### src/rtl/cmul_pkg.sv
// rtl/cmul_pkg.sv - shared complex-format helpers and width constants for the complex MAC
package cmul_pkg;

    localparam int MAX_W  = 32;
    localparam int CPLX_W = 2 * MAX_W;

    typedef logic signed [MAX_W-1:0] comp_t;
    typedef logic [CPLX_W-1:0]       cplx_t;

    function automatic int acc_width(input int w, input int guard);
        return 2 * w + 1 + guard;
    endfunction

    // Helpers operate on the widest supported format; callers zero-extend packed words.
    function automatic comp_t cplx_re(input cplx_t x, input int w);
        cplx_t t;
        t = x << (CPLX_W - 2 * w);
        return comp_t'($signed(t) >>> (CPLX_W - w));
    endfunction

    function automatic comp_t cplx_im(input cplx_t x, input int w);
        cplx_t t;
        t = x << (CPLX_W - w);
        return comp_t'($signed(t) >>> (CPLX_W - w));
    endfunction

    function automatic cplx_t cplx_pack(input comp_t re, input comp_t im, input int w);
        cplx_t m;
        m = (cplx_t'(1) << w) - cplx_t'(1);
        return ((cplx_t'(re) & m) << w) | (cplx_t'(im) & m);
    endfunction

    function automatic comp_t cplx_max(input int w);
        return comp_t'((64'sd1 <<< (w - 1)) - 64'sd1);
    endfunction

    function automatic comp_t cplx_min(input int w);
        return comp_t'(-(64'sd1 <<< (w - 1)));
    endfunction

endpackage

### src/rtl/cmul_round_sat.sv
// rtl/cmul_round_sat.sv - round-half-up, fractional shift and clamp of one component
module cmul_round_sat
    import cmul_pkg::*;
#(
    parameter int IN_W      = 21,
    parameter int OUT_W     = 8,
    parameter int FRAC_BITS = 0
) (
    input  logic signed [IN_W-1:0]  din,
    output logic signed [OUT_W-1:0] dout,
    output logic                    sat
);

    // One extra bit so the rounding add cannot wrap at the top of the accumulator range.
    localparam int XW = IN_W + 1;
    localparam logic [XW-1:0]        RND  = (XW'(1) << FRAC_BITS) >> 1;
    localparam logic signed [XW-1:0] MAXV = XW'(cplx_max(OUT_W));
    localparam logic signed [XW-1:0] MINV = XW'(cplx_min(OUT_W));

    logic signed [XW-1:0] x;
    logic signed [XW-1:0] r;

    always_comb begin
        x    = XW'(din) + $signed(RND);
        r    = x >>> FRAC_BITS;
        sat  = 1'b0;
        dout = OUT_W'(r);
        if (r > MAXV) begin
            dout = OUT_W'(MAXV);
            sat  = 1'b1;
        end else if (r < MINV) begin
            dout = OUT_W'(MINV);
            sat  = 1'b1;
        end
    end

endmodule

### src/rtl/cmul_mac_pipe.sv
// rtl/cmul_mac_pipe.sv - 3-stage fixed-point complex multiplier / accumulator with valid/ready
module cmul_mac_pipe
    import cmul_pkg::*;
#(
    parameter int W         = 8,
    parameter int FRAC_BITS = 0,
    parameter int GUARD     = 4
) (
    input  logic            clk,
    input  logic            rst,
    input  logic            in_valid,
    output logic            in_ready,
    input  logic [2*W-1:0]  a,
    input  logic [2*W-1:0]  b,
    input  logic            acc_mode,
    input  logic            in_first,
    input  logic            in_last,
    output logic            out_valid,
    input  logic            out_ready,
    output logic [2*W-1:0]  res,
    output logic            sat
);

    localparam int PW    = 2 * W;
    localparam int ACC_W = acc_width(W, GUARD);

    logic adv;
    assign adv      = !out_valid || out_ready;
    assign in_ready = adv;

    logic signed [W-1:0] ra, ia, rb, ib;
    assign ra = W'(cplx_re(CPLX_W'(a), W));
    assign ia = W'(cplx_im(CPLX_W'(a), W));
    assign rb = W'(cplx_re(CPLX_W'(b), W));
    assign ib = W'(cplx_im(CPLX_W'(b), W));

    logic                 s1_valid, s1_acc, s1_first, s1_last;
    logic signed [PW-1:0] pp_rr, pp_ii, pp_ri, pp_ir;

    always_ff @(posedge clk) begin
        if (rst) begin
            s1_valid <= 1'b0;
            s1_acc   <= 1'b0;
            s1_first <= 1'b0;
            s1_last  <= 1'b0;
            pp_rr    <= '0;
            pp_ii    <= '0;
            pp_ri    <= '0;
            pp_ir    <= '0;
        end else if (adv) begin
            s1_valid <= in_valid;
            s1_acc   <= acc_mode;
            s1_first <= in_first;
            s1_last  <= in_last;
            pp_rr    <= PW'(ra) * PW'(rb);
            pp_ii    <= PW'(ia) * PW'(ib);
            pp_ri    <= PW'(ra) * PW'(ib);
            pp_ir    <= PW'(ia) * PW'(rb);
        end
    end

    logic signed [ACC_W-1:0] prod_re, prod_im, sum_re, sum_im;
    logic signed [ACC_W-1:0] acc_re, acc_im;
    logic signed [ACC_W-1:0] s2_re, s2_im;
    logic                    s2_valid;

    assign prod_re = ACC_W'(pp_rr) - ACC_W'(pp_ii);
    assign prod_im = ACC_W'(pp_ri) + ACC_W'(pp_ir);
    assign sum_re  = (s1_first ? '0 : acc_re) + prod_re;
    assign sum_im  = (s1_first ? '0 : acc_im) + prod_im;

    // Only group-closing beats travel on; the rest leave a bubble in S2.
    always_ff @(posedge clk) begin
        if (rst) begin
            s2_valid <= 1'b0;
            s2_re    <= '0;
            s2_im    <= '0;
            acc_re   <= '0;
            acc_im   <= '0;
        end else if (adv) begin
            s2_valid <= s1_valid && (!s1_acc || s1_last);
            s2_re    <= s1_acc ? sum_re : prod_re;
            s2_im    <= s1_acc ? sum_im : prod_im;
            if (s1_valid && s1_acc) begin
                acc_re <= sum_re;
                acc_im <= sum_im;
            end
        end
    end

    logic signed [W-1:0] q_re, q_im;
    logic                sat_re, sat_im;

    cmul_round_sat #(.IN_W(ACC_W), .OUT_W(W), .FRAC_BITS(FRAC_BITS)) u_rs_re (
        .din  (s2_re),
        .dout (q_re),
        .sat  (sat_re)
    );

    cmul_round_sat #(.IN_W(ACC_W), .OUT_W(W), .FRAC_BITS(FRAC_BITS)) u_rs_im (
        .din  (s2_im),
        .dout (q_im),
        .sat  (sat_im)
    );

    always_ff @(posedge clk) begin
        if (rst) begin
            out_valid <= 1'b0;
            res       <= '0;
            sat       <= 1'b0;
        end else if (adv) begin
            out_valid <= s2_valid;
            if (s2_valid) begin
                res <= PW'(cplx_pack(comp_t'(q_re), comp_t'(q_im), W));
                sat <= sat_re || sat_im;
            end
        end
    end

endmodule

### config.mk
export PLATFORM = sky130hd
export DESIGN_NAME = cmul_mac_pipe
export DESIGN_NICKNAME = d
export VERILOG_FILES = /design/src/rtl/cmul_pkg.sv /design/src/rtl/cmul_round_sat.sv /design/src/rtl/cmul_mac_pipe.sv
export SDC_FILE = /design/constraint.sdc
export NUM_CORES = 1
export LEC_CHECK = 0
export ABC_AREA = 1
export CAP_MARGIN = 25
export CORE_UTILIZATION = 65
export DETAILED_ROUTE_END_ITERATION = 8
export PLACE_DENSITY = 0.83
export SLEW_MARGIN = 0
export SYNTH_ARGS = -nofsm -noshare
export SYNTH_HDL_FRONTEND = slang
export SYNTH_HIERARCHICAL = 1
export SYNTH_SLANG_ARGS = --single-unit
### constraint.sdc
create_clock -name clk -period 5.85 [get_ports clk]
set_input_delay 1.17 -clock clk [delete_from_list [all_inputs] [get_ports clk]]
set_output_delay 1.17 -clock clk [all_outputs]
set_load 0.005 [all_outputs]
==> results of run 1 <==
final cells by class:
class / count / area (um^2)
clock buffers: 17 / 425
well taps: 442 / 553
diodes: 1 / 2.50
inverters: 849 / 3190
multi-input cells: 2042 / 14700
flip-flops and latches: 171 / 3420
fillers: 2758 / 9090
repair buffers: 133 / 1190
clock inverters: 15 / 160
worst max-delay path: cells and delay by family:
family / cells / cell delay, ps
AND/OR/NAND/NOR: 7 / 680
adder cells (fa/ha/maj): 5 / 2310
AO/OA/AOI/OAI: 2 / 340
buffers and inverters: 10 / 1380
power by group:
group / leakage [nW] / internal [W] / switching (W)
registers: 1.41 / 0.00146 / 0.000183
logic: 12.3 / 0.00297 / 0.00503
clock network: 0.269 / 0.000605 / 0.000548
total: 13.9 / 0.00504 / 0.00576
cell families (layout without fill, tap and decap cells):
kind of cell    after synthesis  after routing
simple gates               1087           1087
buf+inv                     970           1014
compound gates              452            452
fa+ha+maj                   412            412
flops                       171            171
xor+xnor                     91             91
other cells                   0              1
flip-flops by register name, indices dropped and copies added, names as in the netlist, 16 cells and up:
signal / cells
acc_im: 21
acc_re: 21
s2_im: 21
s2_re: 21
pp_ii: 16
pp_ir: 16
pp_ri: 16
pp_rr: 16
res: 16
per-stage QoR:
stage	TNS, ps	hold WS (ps)	std cells	setup WS [ps]	util (%)
6_report	0	453	3670	303	72.2
5_1_grt	0	479	3670	30.9	72.2
4_1_cts	0	458	3669	380	72.2
3_5_place_dp	-194	448	3637	-89.6	70.4
3_3_place_gp	0	440	3637	50.0	70.4
2_1_floorplan	0	430	3183	560	-
routing by layer:
metal / routed length (um) / vias up / track usage, %
li1: - / 9603 / -
met1: 23600 / 9093 / 42.8
met2: 25400 / 586 / 56.0
met3: 2790 / 99 / 3.50
met4: 1690 / 0 / 11.4
met5: 0 / - / 0
layout by cell type (no fill, tap or decap), drive strengths merged, types with 12 or more instances in the layout:
| master | instances |
|---|---|
| a31oi | 12 |
| nor3 | 18 |
| ha | 188 |
| o21bai | 26 |
| xnor2 | 37 |
| o21ai | 188 |
| xor2 | 54 |
| dfxtp | 171 |
| nand2 | 673 |
| o211ai | 30 |
| buf | 76 |
| nor2 | 209 |
| clkdlybuf4s50 | 56 |
| nand3 | 144 |
| clkbuf | 17 |
| or2 | 16 |
| a21oi | 170 |
| inv | 854 |
| fa | 224 |
worst paths after layout:
check | slack [ps] | endpoint | start | depth (start not counted)
min | 450 | s1_valid$_SDFFE_PP0N_ | s1_valid$_SDFFE_PP0N_ | 2
min reg2reg | 450 | s1_valid$_SDFFE_PP0N_ | s1_valid$_SDFFE_PP0N_ | 2
max reg2reg | 2120 | s2_re[20]$_SDFFE_PP0N_ | pp_rr[0]$_SDFFE_PP0N_ | 19
max | 300 | pp_ii[13]$_SDFFE_PP0N_ | a[4] | 24
==> results.toml, run 1 <==
[run_status]
outcome = "complete, no violations"

[synth]
synth_nets = 3634
synth_area_leader_cell = "fa_1"
synth_compound_area_share_pct = 11.6
synth_fa_ha_area_share_pct = 31.4
yosysSeqAreaShare_pct = 15.7
yosys_most_used_dff = "dfxtp_1"
ys_top_cells_by_area = "fa_1, dfxtp_1, inv_1"
synth_cells = 3183
syn-mean-instance-area_um2 = 6.83
synth_xor_area_share_pct = 3.67
synth-simple-area-share_pct = 20.6
synth_area_mm2 = 0.0217
synth_enable_flop_cells = 0
async_reset_ff_share_pct = 0
ys_types = 43
synth_top_family_by_area = "adder cells"
synthTopCellsByCount = "inv_1, nand2_1, fa_1"
netlist.area_leader.share_pct = 20.6
yosysWarnings = 6
yosysMostFrequentCell = "inv_1"
ys_ff_latch = 171
synth_mux_area_share_pct = 0

[global_routing]
first_global_vias = 19100
gr-total-overflow = 0
track_usage_pct = 32.7
grt_pass1_wl_um = 89700
antenna_found_initial = 1
grt_max_degree = 106

[placement]
port_buffers = 57
dpl_cell_area_mm2 = 0.0230
place_congestion = 0.925
dp_hpwl_um = 42300

[floorplan]
initial_core_util_pct = 66.5
die_x_um = 185
coreArea_mm2 = 0.0327
fp.dieH_um = 185
die_area_mm2 = 0.0342
io_pins = 58
rows = 66

[clock_tree]
root_buffer = "clkbuf_16"
clk_pin_slew_ps = 80
cts_hold_buf = 0
cts.sinks = 171
worstSkewPairLatency_ps = 450
h-tree-depth = 4
postCtsSetupRepairBufs = 0
clk_path_buf_depth = 2
cts_tree = "done"
cts_inserted_buffers = 17
ctsResizeCount = 0

[detailed_routing]
wl_per_cell_um = 14.6
drc_errors = 0
viasPerCell = 5.28
vias = 19400
drt-pass1-iter-count = 6
ant_nets = 0
drt-initial-drc-count = 1397
drt-total-wl_um = 53500

[setup_path]
critPathLaunchType = "primary input"
critPathCaptureType = "flop"
critPathSlowestCell = "clkdlybuf4s50_1"
crit_top_cell = "inv_1"
arrival_ps = 5900
critPathRequiredTime_ps = 6200
worstSetupPathType = "in2reg"
crit_chain = "clkdlybuf4s50_1, buf_4, nand2_1, inv_1, fa_1, inv_1, fa_1, inv_1, fa_1, inv_1, fa_1, inv_1, ha_1, nand2_1, inv_1, a21boi_1, o21ai_0, inv_1, nor2_1, nor2_1, nand2_1, nand3_1, nand2_1, inv_1"
path_max_fanout = 8
max_stage_delay_ps = 630

[job]
maxCapViolations = 0

[final_layout]
postLayoutCellArea_mm2 = 0.0236
nNetsFinal = 3665
final_layout_size_suffix_gt1_share_pct = 5.11
area_delta_synth_final_pct = 8.60

[sta]
fin_crit_ps = 5550
fin_crit_sh_pct = 94.8
tightest_slew_ps = 999
hold_viol_final = 0
slew_viol_final = 0
fmax_mhz = 180
max_slew_margin_pct = 33.4
skew_ps = 13.0
setup_viol = 0
rsz0062_at_grt = "no"

[pwr]
irDropWorstVdd_mv = 0.315
p_per_area_mw_per_mm2 = 457
power_w = 0.0108
leakage_nw = 13.9

[hold_path]
hp-class = "reg2reg"
(Power assumes the default switching activity.)
==> inputs of run 2 (changes only) <==
CTS_CLUSTER_SIZE = 24   (was default)
==> results of run 2 <==
Same layout as run 1: the final DEF is identical, and so are final timing and power.
